===== src/rtl/uart_pkg.sv =====
// Shared UART definitions: frame state encoding, parity modes and parity helpers.
// Used by both the transmitter and the receiver.
package uart_pkg;

  typedef enum logic [2:0] {
    ST_IDLE   = 3'd0,
    ST_START  = 3'd1,
    ST_DATA   = 3'd2,
    ST_PARITY = 3'd3,
    ST_STOP   = 3'd4
  } uart_state_e;

  localparam logic [1:0] PAR_NONE = 2'b00;
  localparam logic [1:0] PAR_EVEN = 2'b01;
  localparam logic [1:0] PAR_ODD  = 2'b10;

  // Widest supported data word; narrower words are zero-padded, which leaves the XOR unchanged.
  localparam int PAR_MAX_W = 9;

  function automatic logic par_enabled(input logic [1:0] mode);
    return (mode == PAR_EVEN) || (mode == PAR_ODD);
  endfunction

  function automatic logic parity_bit(input logic [PAR_MAX_W-1:0] data, input logic [1:0] mode);
    return (mode == PAR_ODD) ? ~^data : ^data;
  endfunction

endpackage


===== src/rtl/uart_sync_fifo.sv =====
// Single-clock circular FIFO with read/write pointers and an occupancy count.
// Pushes when full and pops when empty are ignored; there is no write-to-read bypass.
module uart_sync_fifo #(
  parameter int WIDTH = 8,
  parameter int DEPTH = 4
) (
  input  logic                       clk,
  input  logic                       reset_n,
  input  logic                       push,
  input  logic [WIDTH-1:0]           wdata,
  input  logic                       pop,
  output logic [WIDTH-1:0]           rdata,
  output logic                       full,
  output logic                       empty,
  output logic [$clog2(DEPTH+1)-1:0] count
);
  import uart_pkg::*;

  localparam int AW = $clog2(DEPTH);
  localparam int CW = $clog2(DEPTH + 1);

  logic [WIDTH-1:0] mem_q [DEPTH];
  logic [WIDTH-1:0] mem_d [DEPTH];
  logic [AW-1:0]    wr_ptr_q, wr_ptr_d;
  logic [AW-1:0]    rd_ptr_q, rd_ptr_d;
  logic [CW-1:0]    count_q, count_d;
  logic             do_push, do_pop;

  assign full    = (count_q == CW'(DEPTH));
  assign empty   = (count_q == '0);
  assign count   = count_q;
  assign rdata   = mem_q[rd_ptr_q];
  assign do_push = push && !full;
  assign do_pop  = pop && !empty;

  always_comb begin
    mem_d    = mem_q;
    wr_ptr_d = wr_ptr_q;
    rd_ptr_d = rd_ptr_q;
    count_d  = count_q;
    if (do_push) begin
      mem_d[wr_ptr_q] = wdata;
      wr_ptr_d        = wr_ptr_q + AW'(1);
    end
    if (do_pop) begin
      rd_ptr_d = rd_ptr_q + AW'(1);
    end
    case ({do_push, do_pop})
      2'b10:   count_d = count_q + CW'(1);
      2'b01:   count_d = count_q - CW'(1);
      default: count_d = count_q;
    endcase
  end

  always_ff @(posedge clk or negedge reset_n) begin
    if (!reset_n) begin
      for (int i = 0; i < DEPTH; i++) begin
        mem_q[i] <= '0;
      end
      wr_ptr_q <= '0;
      rd_ptr_q <= '0;
      count_q  <= '0;
    end else begin
      mem_q    <= mem_d;
      wr_ptr_q <= wr_ptr_d;
      rd_ptr_q <= rd_ptr_d;
      count_q  <= count_d;
    end
  end

endmodule


===== src/rtl/uart_tx_fifo_cfg.sv =====
// UART transmitter fed by a small FIFO, paced by the baud generator's oversample tick.
// Parity mode and stop-bit count are latched per frame when the word is popped.
//
//   state     | meaning
//   ----------+------------------------------------------------------------
//   ST_IDLE   | line high, waiting for a queued word (stick ignored)
//   ST_START  | start bit low for OVS ticks
//   ST_DATA   | DBIT data bits, LSB first, OVS ticks each
//   ST_PARITY | optional parity bit on the latched word, OVS ticks
//   ST_STOP   | line high for OVS or 2*OVS ticks; pulses tx_done, chains next word
module uart_tx_fifo_cfg #(
  parameter int DBIT  = 8,
  parameter int OVS   = 16,
  parameter int DEPTH = 4
) (
  input  logic            clk,
  input  logic            reset_n,
  input  logic            stick,
  input  logic            tx_valid,
  output logic            tx_ready,
  input  logic [DBIT-1:0] tx_data,
  input  logic [1:0]      par_mode,
  input  logic            stop2,
  output logic            tx,
  output logic            tx_busy,
  output logic            tx_done
);
  import uart_pkg::*;

  localparam int TW = $clog2(2 * OVS);
  localparam int BW = $clog2(DBIT);
  localparam int CW = $clog2(DEPTH + 1);

  localparam logic [TW-1:0] TICK_LAST1 = TW'(OVS - 1);
  localparam logic [TW-1:0] TICK_LAST2 = TW'(2 * OVS - 1);
  localparam logic [BW-1:0] BIT_LAST   = BW'(DBIT - 1);

  uart_state_e     state_q, state_d;
  logic [TW-1:0]   tick_q, tick_d;
  logic [BW-1:0]   bit_q, bit_d;
  logic [DBIT-1:0] shift_q, shift_d;
  logic [DBIT-1:0] data_q, data_d;
  logic [1:0]      par_q, par_d;
  logic            stop2_q, stop2_d;
  logic            tx_q, tx_d;
  logic            busy_q, busy_d;
  logic            done_q, done_d;

  logic            fifo_push, fifo_pop, fifo_full, fifo_empty;
  logic [DBIT-1:0] fifo_rdata;
  logic [CW-1:0]   fifo_count;

  logic [PAR_MAX_W-1:0] data_ext;
  logic [TW-1:0]        tick_last;
  logic                 tick_end;
  logic                 load;

  assign tx_ready  = (fifo_count != CW'(DEPTH));
  assign fifo_push = tx_valid && !fifo_full;
  assign tx        = tx_q;
  assign tx_busy   = busy_q;
  assign tx_done   = done_q;

  uart_sync_fifo #(
    .WIDTH (DBIT),
    .DEPTH (DEPTH)
  ) u_fifo (
    .clk     (clk),
    .reset_n (reset_n),
    .push    (fifo_push),
    .wdata   (tx_data),
    .pop     (fifo_pop),
    .rdata   (fifo_rdata),
    .full    (fifo_full),
    .empty   (fifo_empty),
    .count   (fifo_count)
  );

  always_comb begin
    data_ext              = '0;
    data_ext[DBIT-1:0]    = data_q;
  end

  always_comb begin
    state_d  = state_q;
    tick_d   = tick_q;
    bit_d    = bit_q;
    shift_d  = shift_q;
    data_d   = data_q;
    par_d    = par_q;
    stop2_d  = stop2_q;
    tx_d     = tx_q;
    done_d   = 1'b0;
    fifo_pop = 1'b0;
    load     = 1'b0;

    tick_last = (state_q == ST_STOP && stop2_q) ? TICK_LAST2 : TICK_LAST1;
    tick_end  = stick && (tick_q == tick_last);

    case (state_q)
      ST_IDLE: begin
        tx_d = 1'b1;
        if (!fifo_empty) load = 1'b1;
      end
      ST_START: begin
        if (tick_end) begin
          tick_d  = '0;
          bit_d   = '0;
          state_d = ST_DATA;
          tx_d    = shift_q[0];
        end else if (stick) begin
          tick_d = tick_q + TW'(1);
        end
      end
      ST_DATA: begin
        if (tick_end) begin
          tick_d  = '0;
          shift_d = shift_q >> 1;
          if (bit_q == BIT_LAST) begin
            if (par_enabled(par_q)) begin
              state_d = ST_PARITY;
              tx_d    = parity_bit(data_ext, par_q);
            end else begin
              state_d = ST_STOP;
              tx_d    = 1'b1;
            end
          end else begin
            bit_d = bit_q + BW'(1);
            tx_d  = shift_d[0];
          end
        end else if (stick) begin
          tick_d = tick_q + TW'(1);
        end
      end
      ST_PARITY: begin
        if (tick_end) begin
          tick_d  = '0;
          state_d = ST_STOP;
          tx_d    = 1'b1;
        end else if (stick) begin
          tick_d = tick_q + TW'(1);
        end
      end
      ST_STOP: begin
        if (tick_end) begin
          done_d = 1'b1;
          tick_d = '0;
          // Chain straight into the next start bit so queued frames leave no idle gap.
          if (fifo_empty) begin
            state_d = ST_IDLE;
            tx_d    = 1'b1;
          end else begin
            load = 1'b1;
          end
        end else if (stick) begin
          tick_d = tick_q + TW'(1);
        end
      end
      default: begin
        state_d = ST_IDLE;
        tx_d    = 1'b1;
      end
    endcase

    if (load) begin
      fifo_pop = 1'b1;
      shift_d  = fifo_rdata;
      data_d   = fifo_rdata;
      par_d    = par_mode;
      stop2_d  = stop2;
      tick_d   = '0;
      bit_d    = '0;
      state_d  = ST_START;
      tx_d     = 1'b0;
    end

    busy_d = (state_d != ST_IDLE);
  end

  always_ff @(posedge clk or negedge reset_n) begin
    if (!reset_n) begin
      state_q <= ST_IDLE;
      tick_q  <= '0;
      bit_q   <= '0;
      shift_q <= '0;
      data_q  <= '0;
      par_q   <= PAR_NONE;
      stop2_q <= 1'b0;
      tx_q    <= 1'b1;
      busy_q  <= 1'b0;
      done_q  <= 1'b0;
    end else begin
      state_q <= state_d;
      tick_q  <= tick_d;
      bit_q   <= bit_d;
      shift_q <= shift_d;
      data_q  <= data_d;
      par_q   <= par_d;
      stop2_q <= stop2_d;
      tx_q    <= tx_d;
      busy_q  <= busy_d;
      done_q  <= done_d;
    end
  end

endmodule

===== config.mk =====
export PLATFORM = sky130hd
export DESIGN_NAME = uart_tx_fifo_cfg
export DESIGN_NICKNAME = d
export VERILOG_FILES = /design/src/rtl/uart_pkg.sv /design/src/rtl/uart_sync_fifo.sv /design/src/rtl/uart_tx_fifo_cfg.sv
export SDC_FILE = /design/constraint.sdc
export NUM_CORES = 1
export LEC_CHECK = 0
export CORE_AREA = 2 2 98 100
export CTS_BUF_LIST = sky130_fd_sc_hd__clkbuf_16
export DETAILED_ROUTE_END_ITERATION = 10
export DIE_AREA = 0 0 100 102
export PLACE_DENSITY = 0.66
export SETUP_SLACK_MARGIN = 0.1
export SLEW_MARGIN = 20
export SYNTH_ARGS = -nofsm -noshare
export SYNTH_HDL_FRONTEND = slang
export SYNTH_SLANG_ARGS = --single-unit

===== constraint.sdc =====
create_clock -name clk -period 2.3 [get_ports clk]
set_input_delay 0.46 -clock clk [delete_from_list [all_inputs] [get_ports clk]]
set_output_delay 0.46 -clock clk [all_outputs]
set_load 0.02 [all_outputs]

==> insert_results.sql, run 1 <==
INSERT INTO impl_metrics (metric_group, metric, value, unit) VALUES
('grt', 'wire_length_of_the_first_global_routing_pass', '11.7', 'mm'),
('clock_tree', 'ctsHoldBuffers', '0', ''),
('place', 'port-buffer-count', '18', ''),
('synthesis', 'synth_seq_area_share', '50.5', '%'),
('layout', 'design_area', '4320', 'um^2'),
('layout', 'areaGrowthSynthToFinish', '21.0', '%'),
('synthesis', 'synth.lib_cells_used.distinct', '53', ''),
('timing', 'final_hold_viol_count', '0', ''),
('grt', 'vias_in_the_first_global_route', '2388', ''),
('worst_setup_path', 'worstPathMaxFanout', '3', ''),
('grt', 'antenna_found_initial', '0', ''),
('pwr', 'static-leakage-power', '1.91', 'nW'),
('worst_setup_path', 'timing.reg2reg.setup_slack', '0.17', 'ns'),
('routing', 'routed_wirelength', '6.74', 'mm'),
('synthesis', 'synth_async_sr_flop_share', '100', '%'),
('worst_setup_path', 'worst_setup_end_kind', 'register', ''),
('synthesis', 'yosys_warnings', '0', ''),
('pwr', 'power.combinational.fraction', '33.2', '%'),
('die', 'floorplan.die.width', '100', 'um'),
('clock_tree', 'cts_tree', 'done', ''),
('worst_setup_path', 'r2r.worst_path.cells', '11', ''),
('timing', 'final-max-slew-violation-count', '0', ''),
('layout', 'layout.core_utilization', '47.4', '%'),
('synthesis', 'mappedNetlistArea', '3570', 'um^2'),
('clock_tree', 'clock_pin_slew_on_the_worst_setup_and_hold_paths', '0.06', 'ns'),
('synthesis', 'yosysMostFrequentCell', 'dfrtp_1', ''),
('run', 'cap_violations', '0', ''),
('die', 'initial_core_util', '39.2', '%'),
('die', 'core_area', '9110', 'um^2'),
('synthesis', 'synth.largest_area_cell', 'dfrtp_1', ''),
('grt', 'grt_usage', '14.7', '%'),
('pwr', 'clockPowerShare', '25.0', '%'),
('grt', 'grt_max_degree', '35', ''),
('layout', 'layout-drive-gt1-share', '30.8', '%'),
('pwr', 'seq_power_share', '41.8', '%'),
('timing', 'clock.fmax', '470', 'MHz'),
('pwr', 'ir_drop', '628', 'uV'),
('clock_tree', 'worst_skew_pair.late_latency', '0.33', 'ns'),
('min_path', 'class_of_the_worst_hold_path', 'input pin to asynchronous set/reset pin', ''),
('worst_setup_path', 'critical_path.reg2reg.startpoint', 'tick_q[0]$_DFFE_PN0P_', ''),
('layout', 'filler_cell_count', '847', ''),
('timing', 'timing.clock.skew', '0.00681', 'ns'),
('place', 'dpl_wire_length', '4.84', 'mm'),
('pwr', 'power_switching', '1.62', 'mW'),
('timing', 'final-setup-viol-count', '0', ''),
('clock_tree', 'cts_htree_levels', '3', ''),
('layout', 'design.final.nets', '358', ''),
('worst_setup_path', 'critPathKind', 'register to register', ''),
('place', 'pre_cts_ws', '-0.220', 'ns'),
('die', 'fp.dieH', '102', 'um'),
('layout', 'count_of_antenna_diodes_in_the_layout', '0', ''),
('place', 'dpl_cell_area', '4010', 'um^2'),
('clock_tree', 'tritoncts.num_buffers', '9', ''),
('synthesis', 'syn_avg_cell_area', '12.1', 'um^2'),
('worst_setup_path', 'worst_r2r_endpoint', 'u_fifo.count[2]$_DFFE_PN0P_', ''),
('run_status', 'outcome', 'complete, no violations', ''),
('grt', 'globalRouteOverflowTotal', '0', ''),
('routing', 'routed_wire_length_per_instance', '15.0', 'um'),
('pwr', 'overall_power_consumption', '5.13', 'mW'),
('worst_setup_path', 'worst-endpoint-required', '2.54', 'ns'),
('clock_tree', 'cts_sinks', '72', ''),
('die', 'floorplan.die_area', '10200', 'um^2'),
('place', 'gp_congestion', '0.789', ''),
('timing', 'timing_worst_slew_pin_value', '0.577', 'ns'),
('pwr', 'switching_share', '31.6', '%'),
('die', 'floorplan.rows', '35', ''),
('synthesis', 'synth-edff-count', '0', ''),
('timing', 'timing.final.crit_period', '2.13', 'ns'),
('clock_tree', 'cts_buffer_depth', '2', ''),
('synthesis', 'syn-instance-count', '295', ''),
('synthesis', 'leading_register_cell_type_out_of_synthesis', 'dfrtp_1', '');
==> through the flow <==
step	TNS (ns)	cells	hold slack, ns
after floorplan	0	295	0.164
after global placement	-0.226	429	0.467
after detailed placement	-0.293	429	0.470
after CTS	0	445	0.135
after global routing	0	449	0.153
final	0	449	0.119
==> state kept, by name (all words and copies together), names as in the netlist, 3 cells and up <==
signal        count
data_q            8
bit_q             3
u_fifo.mem_q     32
u_fifo.count      3
state_q           3
tick_q            5
shift_q           8
==> logic make-up (layout without fill, tap and decap cells) <==
kind of cell | Yosys count | in the layout | synth area share, %
simple gates | 73 | 73 | 10.8
fa+ha+maj | 10 | 10 | 3.72
flops | 72 | 72 | 50.5
xor+xnor | 15 | 15 | 4.07
mux | 52 | 52 | 18.1
buf+inv | 21 | 64 | 2.87
compound gates | 52 | 52 | 9.96
==> worst max-delay path by stage <==
| stage | startpoint | endpoint |
|---|---|---|
| after floorplan | tick_q[1]$_DFFE_PN0P_ | u_fifo.count[2]$_DFFE_PN0P_ |
| after global placement | stick | u_fifo.count[2]$_DFFE_PN0P_ |
| after detailed placement | stick | u_fifo.count[2]$_DFFE_PN0P_ |
| after CTS | stick | u_fifo.count[2]$_DFFE_PN0P_ |
| after global routing | tick_q[0]$_DFFE_PN0P_ | u_fifo.count[2]$_DFFE_PN0P_ |
| final | tick_q[0]$_DFFE_PN0P_ | u_fifo.count[2]$_DFFE_PN0P_ |
==> power by group through the flow <==
stage,logic [mW],clock network [mW],registers [mW]
after floorplan,1.35,0,2.03
after global placement,1.64,0,2.14
after detailed placement,1.70,0,2.17
after CTS,1.70,1.32,2.15
after global routing,1.90,1.38,2.22
final,1.70,1.28,2.15
==> cell usage in the layout (no fill, tap or decap), drive strengths merged, types with 9 or more instances in the layout <==
cell / netlist / final
clkbuf: 1 / 9
clkdlybuf4s50: 0 / 16
nand2: 41 / 41
dfrtp: 71 / 71
mux2: 36 / 36
o21ai: 22 / 22
xnor2: 11 / 11
inv: 9 / 11
buf: 11 / 22
mux2i: 10 / 10
ha: 9 / 9
==> what timing repair did <==
action | 4_1_cts | 5_1_grt
setup endpoints to repair | 0 | 1
hold endpoints to repair | 0 | 0
buffers inserted | 0 | 4
resized for setup | 0 | 1
==> per-layer routing <==
layer  wire [um]  part of all wire [%]  track usage [%]  vias to the layer above
li1            -                     -                -                     1127
met1        3120                    46             18.5                     1160
met2        3340                    49             24.9                       30
met3         217                   3.2             4.51                        9
met4          70                   1.0             3.69                        0
met5           0                     0                0                        -
==> final cells by class <==
| class | count | area, um^2 | area share (%) |
|---|---|---|---|
| clock buffers | 9 | 225 | 5.22 |
| clock inverters | 7 | 53.8 | 1.25 |
| flip-flops and latches | 72 | 1800 | 41.8 |
| repair buffers | 39 | 360 | 8.35 |
| multi-input cells | 202 | 1700 | 39.4 |
| inverters | 9 | 36.3 | 0.840 |
| well taps | 111 | 139 | 3.22 |
==> worst max-delay path: stages, from the launching register on <==
cell and delay [ns]:
dfrtp_1 0.41, ha_4 0.17, and4_4 0.23, nand2_2 0.06, a21o_4 0.21, inv_4 0.06
ha_4 0.11, inv_1 0.04, fa_2 0.33, xor2_1 0.14, nor2_1 0.12, xor2_1 0.15
Note: power is estimated with default switching activity, not from simulation.
==> run 2: changes to the inputs <==
- PLACE_DENSITY: 0.66 -> 0.64
- clock period: 2.3 -> 2.1 ns (I/O delays scaled with it)
==> run 2 against run 1 <==
Effect of this change:
- hold slack improved by 0.31 ns
- clock-buffer cell count did not move
- cell count rose by 2.7%
- flip-flop and latch count did not move
- critical endpoint unchanged
- critical path type unchanged
==> insert_results.sql, run 2 (same netlist as run 1, synthesis figures left out) <==
INSERT INTO impl_metrics (metric_group, metric, value, unit) VALUES
('run_status', 'outcome', 'complete, no violations', ''),
('min_path', 'class_of_the_worst_hold_path', 'input pin to asynchronous set/reset pin', ''),
('clock_tree', 'cts_htree_levels', '3', ''),
('timing', 'final-setup-viol-count', '0', ''),
('timing', 'timing.clock.skew', '0.00612', 'ns'),
('grt', 'wire_length_of_the_first_global_routing_pass', '12.2', 'mm'),
('grt', 'antenna_found_initial', '0', ''),
('pwr', 'power.internal', '4.10', 'mW'),
('clock_tree', 'cts_buffer_depth', '2', ''),
('worst_setup_path', 'worst_setup_path_start_kind', 'register', ''),
('worst_setup_path', 'crit_path_top_delay_cell', 'dfrtp_1', ''),
('layout', 'largest_reg_flops', '32', ''),
('clock_tree', 'clock_pin_slew_on_the_worst_setup_and_hold_paths', '0.06', 'ns'),
('clock_tree', 'root_buffer', 'clkbuf_16', ''),
('timing', 'least_setup_slack_across_all_paths_after_layout', '0.0483', 'ns'),
('worst_setup_path', 'worst-endpoint-required', '2.35', 'ns'),
('timing', 'rsz0062_at_grt', 'true', ''),
('clock_tree', 'cts_tree', 'done', ''),
('routing', 'dr_vias_cell', '5.15', ''),
('layout', 'count_of_antenna_diodes_in_the_layout', '0', ''),
('layout', 'largest_register', 'u_fifo.mem_q', ''),
('worst_setup_path', 'critPathTopFamily', 'adder cells', ''),
('layout', 'final-seq-area', '1800', 'um^2'),
('pwr', 'ir_drop', '636', 'uV'),
('pwr', 'power.density', '1310', 'nW/um^2'),
('layout', 'design_area', '4490', 'um^2'),
('run', 'cap_violations', '0', ''),
('grt', 'vias_in_the_first_global_route', '2530', ''),
('worst_setup_path', 'worst_setup_end_kind', 'register', ''),
('pwr', 'clockPowerShare', '25.5', '%'),
('pwr', 'power_switching', '1.79', 'mW'),
('place', 'pre_cts_ws', '-0.330', 'ns'),
('timing', 'slew_headroom', '61.8', '%'),
('timing', 'setup_tns', '0', 'ns'),
('worst_setup_path', 'cp.buffers_inverters', '2', ''),
('pwr', 'static-leakage-power', '2.01', 'nW'),
('pwr', 'switching_share', '30.4', '%'),
('timing', 'final-max-slew-violation-count', '0', ''),
('place', 'dpl_wire_length', '4.86', 'mm'),
('die', 'floorplan.die.width', '100', 'um'),
('routing', 'routed_wirelength', '6.90', 'mm'),
('worst_setup_path', 'cp_slowest_stage_delay', '0.39', 'ns'),
('worst_setup_path', 'worstPathMaxFanout', '2', ''),
('clock_tree', 'tritoncts.num_buffers', '9', ''),
('die', 'initial_core_util', '39.2', '%'),
('grt', 'grt_usage', '15.3', '%'),
('layout', 'filler_cell_count', '809', ''),
('place', 'port-buffer-count', '18', ''),
('timing', 'finalCritPeriodShare', '97.7', '%'),
('routing', 'routed_wire_length_per_instance', '15.0', 'um'),
('pwr', 'seq_power_share', '39.1', '%'),
('layout', 'layout-drive-gt1-share', '33.4', '%'),
('die', 'floorplan.die_area', '10200', 'um^2'),
('layout', 'layout.cells.non_filler', '461', ''),
('layout', 'multi_input_area', '1710', 'um^2'),
('grt', 'grt_max_degree', '43', ''),
('grt', 'globalRouteOverflowTotal', '0', ''),
('routing', 'drt_iter0_markers', '127', ''),
('timing', 'timing.final.crit_period', '2.05', 'ns'),
('die', 'floorplan.rows', '35', ''),
('layout', 'areaGrowthSynthToFinish', '25.8', '%'),
('layout', 'layout_commonest_cell', 'dfrtp_1', ''),
('die', 'core_area', '9110', 'um^2'),
('timing', 'final_hold_viol_count', '0', ''),
('timing', 'timing_worst_slew_pin_value', '0.574', 'ns'),
('place', 'placed_cells', '440', ''),
('worst_setup_path', 'arrival', '2.30', 'ns'),
('routing', 'remaining_antenna_violation_count', '0', ''),
('layout', 'design.final.nets', '370', ''),
('clock_tree', 'cts_sinks', '72', ''),
('routing', 'detail_route.drc_violations', '0', ''),
('worst_setup_path', 'crit_chain', 'ha_4 > and4_4 > nand2_4 > a21o_4 > inv_4 > ha_4 > inv_2 > fa_2 > xor2_1 > nor2_1 > xor2_1', ''),
('routing', 'vias', '2372', ''),
('routing', 'dr.pass1.iters', '4', ''),
('clock_tree', 'worst_skew_pair.late_latency', '0.33', 'ns'),
('layout', 'most-common-layout-cells', 'dfrtp_1, nand2_1, mux2_2, buf_4, o21ai_0', ''),
('pwr', 'power.combinational.fraction', '35.4', '%'),
('place', 'gp_congestion', '0.825', ''),
('place', 'dpl_cell_area', '4140', 'um^2'),
('worst_setup_path', 'critPathKind', 'register to register', ''),
('die', 'ioPinCount', '19', ''),
('timing', 'clock.fmax', '487', 'MHz'),
('layout', 'largestRegisters', 'u_fifo.mem_q x32, data_q x8, shift_q x8', ''),
('die', 'fp.dieH', '102', 'um');
==> run 2: timing repair <==
item	CTS	global route
endpoints found under the hold margin	1	0
setup endpoints to repair	1	4
hold buffers	1	0
gates resized for setup	1	3
pin swaps	5	4
setup buffers	1	3
==> run 2: worst reg2reg max path: stages (launching register included) <==
cell     delay [ns]
dfrtp_1        0.39
ha_4           0.15
and4_4         0.22
nand2_4        0.05
a21o_4         0.22
inv_4          0.06
ha_4           0.12
inv_2          0.03
fa_2           0.32
xor2_1         0.14
nor2_1         0.12
xor2_1         0.14
==> run 2: path summary, 6_finish.rpt <==
check | from | endpoint | slack (ns) | cells past startpoint
max in group asynchronous | reset_n | bit_q[1]$_DFFE_PN0P_ | 1.10 | 3
worst max register to register | tick_q[1]$_DFFE_PN0P_ | u_fifo.count[2]$_DFFE_PN0P_ | 0.05 | 11
min in group clk | shift_q[2]$_DFFE_PN0P_ | shift_q[2]$_DFFE_PN0P_ | 0.48 | 1
worst min-delay path | reset_n | state_q[0]$_DFF_PN0_ | 0.43 | 2
worst min register to register | shift_q[2]$_DFFE_PN0P_ | shift_q[2]$_DFFE_PN0P_ | 0.48 | 1
worst max-delay path | tick_q[1]$_DFFE_PN0P_ | u_fifo.count[2]$_DFFE_PN0P_ | 0.05 | 11
==> run 2: power groups by stage <==
stage | clock (mW) | combinational [mW] | sequential [mW]
CTS | 1.54 | 2.08 | 2.31
global route | 1.60 | 2.32 | 2.39
global placement | 0 | 2.00 | 2.31
detailed placement | 0 | 2.06 | 2.33
floorplan | 0 | 1.48 | 2.23
finish | 1.51 | 2.09 | 2.31
==> run 2: area by class of cell <==
class	instances	area share, %
Inverter	9	0.808
Clock inverter	7	1.62
Multi-Input combinational cell	202	38.1
Timing Repair Buffer	51	11.2
Sequential cell	72	40.2
Tap cell	111	3.09
Clock buffer	9	5.02
==> run 2: metal layers <==
| layer | global-route usage (%) | share of wire, % | up-vias |
|---|---|---|---|
| li1 | - | - | 1156 |
| met1 | 19.3 | 46 | 1174 |
| met2 | 25.9 | 50 | 34 |
| met3 | 3.56 | 2.7 | 8 |
| met4 | 5.80 | 1.3 | 0 |
| met5 | 0 | 0 | - |
==> run 2: per-stage QoR <==
| step | power, mW | utilization [%] | hold WS (ns) |
|---|---|---|---|
| floorplan | 3.71 | - | 0.124 |
| global placement | 4.31 | 45.4 | 0.227 |
| detailed placement | 4.39 | 45.4 | 0.227 |
| CTS | 5.93 | 48.9 | 0.421 |
| global route | 6.31 | 49.3 | 0.427 |
| finish | 5.90 | 49.3 | 0.429 |
==> run 3: changes to the inputs <==
- CORE_AREA: 2 2 98 100 -> 2 2 83 117
- DIE_AREA: 0 0 100 102 -> 0 0 85 119
==> run 3 against run 2 <==
Effect of this change:
- wire length grew 3.2%
- critical path depth is the same
- register-to-register slack lost 0.05 ns
- critical path type unchanged
- largest power group unchanged
- highest routed layer unchanged
==> insert_results.sql, run 3 (same netlist as run 1, synthesis figures left out) <==
INSERT INTO impl_metrics (metric_group, metric, value, unit) VALUES
('layout', 'layout.core_utilization', '48.8', '%'),
('place', 'dpl_wire_length', '4.90', 'mm'),
('routing', 'drt_iter0_markers', '94', ''),
('timing', 'timing.final.crit_period', '2.10', 'ns'),
('clock_tree', 'cts_sinks', '72', ''),
('worst_setup_path', 'worst_r2r_endpoint', 'u_fifo.count[2]$_DFFE_PN0P_', ''),
('run_status', 'outcome', 'complete, no violations', ''),
('layout', 'largest_reg_flops', '32', ''),
('timing', 'clock.fmax', '477', 'MHz'),
('worst_setup_path', 'worst-endpoint-required', '2.36', 'ns'),
('layout', 'layout_commonest_cell', 'dfrtp_1', ''),
('timing', 'finalCritPeriodShare', '99.9', '%'),
('place', 'gp_congestion', '0.713', ''),
('worst_setup_path', 'worst_setup_end_kind', 'register', ''),
('clock_tree', 'cts_tree', 'done', ''),
('grt', 'antenna_found_initial', '0', ''),
('clock_tree', 'cts_htree_levels', '3', ''),
('pwr', 'seq_power_share', '38.0', '%'),
('routing', 'dr_vias_cell', '5.19', ''),
('timing', 'fin_worst_hold_slack', '0.0458', 'ns'),
('pwr', 'static-leakage-power', '2.01', 'nW'),
('pwr', 'power.combinational.fraction', '34.9', '%'),
('timing', 'timing.clock.skew', '0.00492', 'ns'),
('clock_tree', 'root_buffer', 'clkbuf_16', ''),
('grt', 'grt_usage', '15.6', '%'),
('grt', 'wire_length_of_the_first_global_routing_pass', '12.3', 'mm'),
('pwr', 'power_switching', '1.84', 'mW'),
('worst_setup_path', 'worst_setup_path_start_kind', 'register', ''),
('die', 'fp.dieH', '119', 'um'),
('routing', 'dr.pass1.iters', '4', ''),
('die', 'floorplan.die.width', '85', 'um'),
('clock_tree', 'worst_skew_pair.late_latency', '0.33', 'ns'),
('timing', 'least_setup_slack_across_all_paths_after_layout', '0.00173', 'ns'),
('routing', 'routed_wirelength', '7.12', 'mm'),
('clock_tree', 'tritoncts.num_buffers', '9', ''),
('clock_tree', 'cts_buffer_depth', '2', ''),
('routing', 'vias', '2372', ''),
('place', 'placed_cells', '439', ''),
('routing', 'remaining_antenna_violation_count', '0', ''),
('routing', 'detail_route.drc_violations', '0', ''),
('die', 'floorplan.rows', '42', ''),
('layout', 'design.final.nets', '367', ''),
('layout', 'count_of_antenna_diodes_in_the_layout', '0', ''),
('min_path', 'class_of_the_worst_hold_path', 'input pin to asynchronous set/reset pin', ''),
('timing', 'final_hold_viol_count', '0', ''),
('timing', 'setup_tns', '0', 'ns'),
('clock_tree', 'ctsHoldBuffers', '0', ''),
('die', 'initial_core_util', '38.8', '%'),
('layout', 'areaGrowthSynthToFinish', '25.7', '%'),
('pwr', 'power.density', '1350', 'nW/um^2'),
('worst_setup_path', 'timing.reg2reg.setup_slack', '0.002', 'ns'),
('timing', 'final-setup-viol-count', '0', ''),
('worst_setup_path', 'critical_path.reg2reg.startpoint', 'tick_q[1]$_DFFE_PN0P_', ''),
('die', 'floorplan.die_area', '10100', 'um^2'),
('die', 'ioPinCount', '19', ''),
('clock_tree', 'clock_pin_slew_on_the_worst_setup_and_hold_paths', '0.06', 'ns'),
('timing', 'slew_headroom', '67.1', '%'),
('layout', 'largest_register', 'u_fifo.mem_q', ''),
('pwr', 'clockPowerShare', '27.1', '%'),
('layout', 'most-common-layout-cells', 'dfrtp_1, nand2_1, mux2_2, buf_4, o21ai_0', ''),
('worst_setup_path', 'cp_slowest_stage_delay', '0.39', 'ns'),
('worst_setup_path', 'crit_path_top_delay_cell', 'dfrtp_1', ''),
('layout', 'layout.cells.non_filler', '457', ''),
('routing', 'routed_wire_length_per_instance', '15.6', 'um'),
('grt', 'globalRouteOverflowTotal', '0', ''),
('grt', 'vias_in_the_first_global_route', '2515', ''),
('place', 'port-buffer-count', '18', ''),
('pwr', 'power.internal', '4.22', 'mW'),
('layout', 'largestRegisters', 'u_fifo.mem_q x32, data_q x8, shift_q x8', ''),
('layout', 'filler_cell_count', '822', ''),
('timing', 'final-max-slew-violation-count', '0', ''),
('worst_setup_path', 'crit_chain', 'ha_4 > and4_4 > nand2_4 > a21o_4 > inv_4 > ha_4 > inv_2 > fa_2 > xor2_1 > nor2_1 > xor2_1', ''),
('layout', 'layout-drive-gt1-share', '33.4', '%'),
('timing', 'rsz0062_at_grt', 'true', ''),
('pwr', 'ir_drop', '759', 'uV'),
('run', 'cap_violations', '0', ''),
('worst_setup_path', 'worstPathMaxFanout', '2', ''),
('pwr', 'switching_share', '30.4', '%'),
('worst_setup_path', 'arrival', '2.35', 'ns'),
('place', 'pre_cts_ws', '-0.365', 'ns'),
('timing', 'timing_worst_slew_pin_value', '0.494', 'ns'),
('grt', 'grt_max_degree', '54', ''),
('worst_setup_path', 'critPathKind', 'register to register', ''),
('die', 'core_area', '9200', 'um^2'),
('worst_setup_path', 'r2r.worst_path.cells', '11', '');
-- run 3: worst max path at each step --
stage	slack [ns]	endpoint	depth (start not counted)	startpoint
after floorplan	-0.11	u_fifo.count[2]$_DFFE_PN0P_	12	tick_q[1]$_DFFE_PN0P_
after global placement	-0.33	u_fifo.count[2]$_DFFE_PN0P_	11	stick
after detailed placement	-0.36	u_fifo.count[2]$_DFFE_PN0P_	11	stick
after CTS	-0.02	u_fifo.count[2]$_DFFE_PN0P_	11	tick_q[1]$_DFFE_PN0P_
after global routing	-0.07	u_fifo.count[2]$_DFFE_PN0P_	11	tick_q[1]$_DFFE_PN0P_
final	0.002	u_fifo.count[2]$_DFFE_PN0P_	11	tick_q[1]$_DFFE_PN0P_
-- run 3: power groups by stage --
stage | sequential [mW] | combinational, mW | clock [mW]
after floorplan | 2.23 | 1.48 | 0
after global placement | 2.29 | 2.05 | 0
after detailed placement | 2.32 | 2.11 | 0
after CTS | 2.30 | 2.13 | 1.67
after global routing | 2.37 | 2.33 | 1.75
final | 2.30 | 2.12 | 1.64
-- run 3: area by class of cell --
class | count | area (um^2) | area share, %
Sequential cell | 72 | 1800 | 40.2
Multi-Input combinational cell | 202 | 1710 | 38.2
Timing Repair Buffer | 48 | 477 | 10.6
Clock buffer | 9 | 225 | 5.02
Tap cell | 110 | 138 | 3.07
Clock inverter | 7 | 95.1 | 2.12
Inverter | 9 | 36.3 | 0.809
-- run 3: repair_timing --
item,4_1_cts,5_1_grt
gates resized for setup,2,2
setup endpoints to repair,1,4
pin swaps,1,0
setup buffers,0,2
-- run 3: critical path, delay by kind of cell (launching register included) --
kind	cells	cell delay, ns
adders and majority gates	3	0.61
and+or+nand+nor	3	0.40
DFF	1	0.39
xor gates and xnor gates	2	0.30
AOI/OAI and AO/OA	1	0.22
buffers and inverters	2	0.09
-- run 3: through the flow --
step | area [um^2] | total power, mW
after floorplan | 3620 | 3.71
after global placement | 4140 | 4.34
after detailed placement | 4140 | 4.44
after CTS | 4460 | 6.11
after global routing | 4490 | 6.45
final | 4490 | 6.06
-- run 3: routing by layer --
layer | up-vias | track usage [%] | wire length, um
met5 | - | 0 | 0
met4 | 0 | 5.85 | 136
met3 | 13 | 4.09 | 179
met2 | 32 | 26.8 | 3720
met1 | 1192 | 18.5 | 3090
li1 | 1135 | - | -
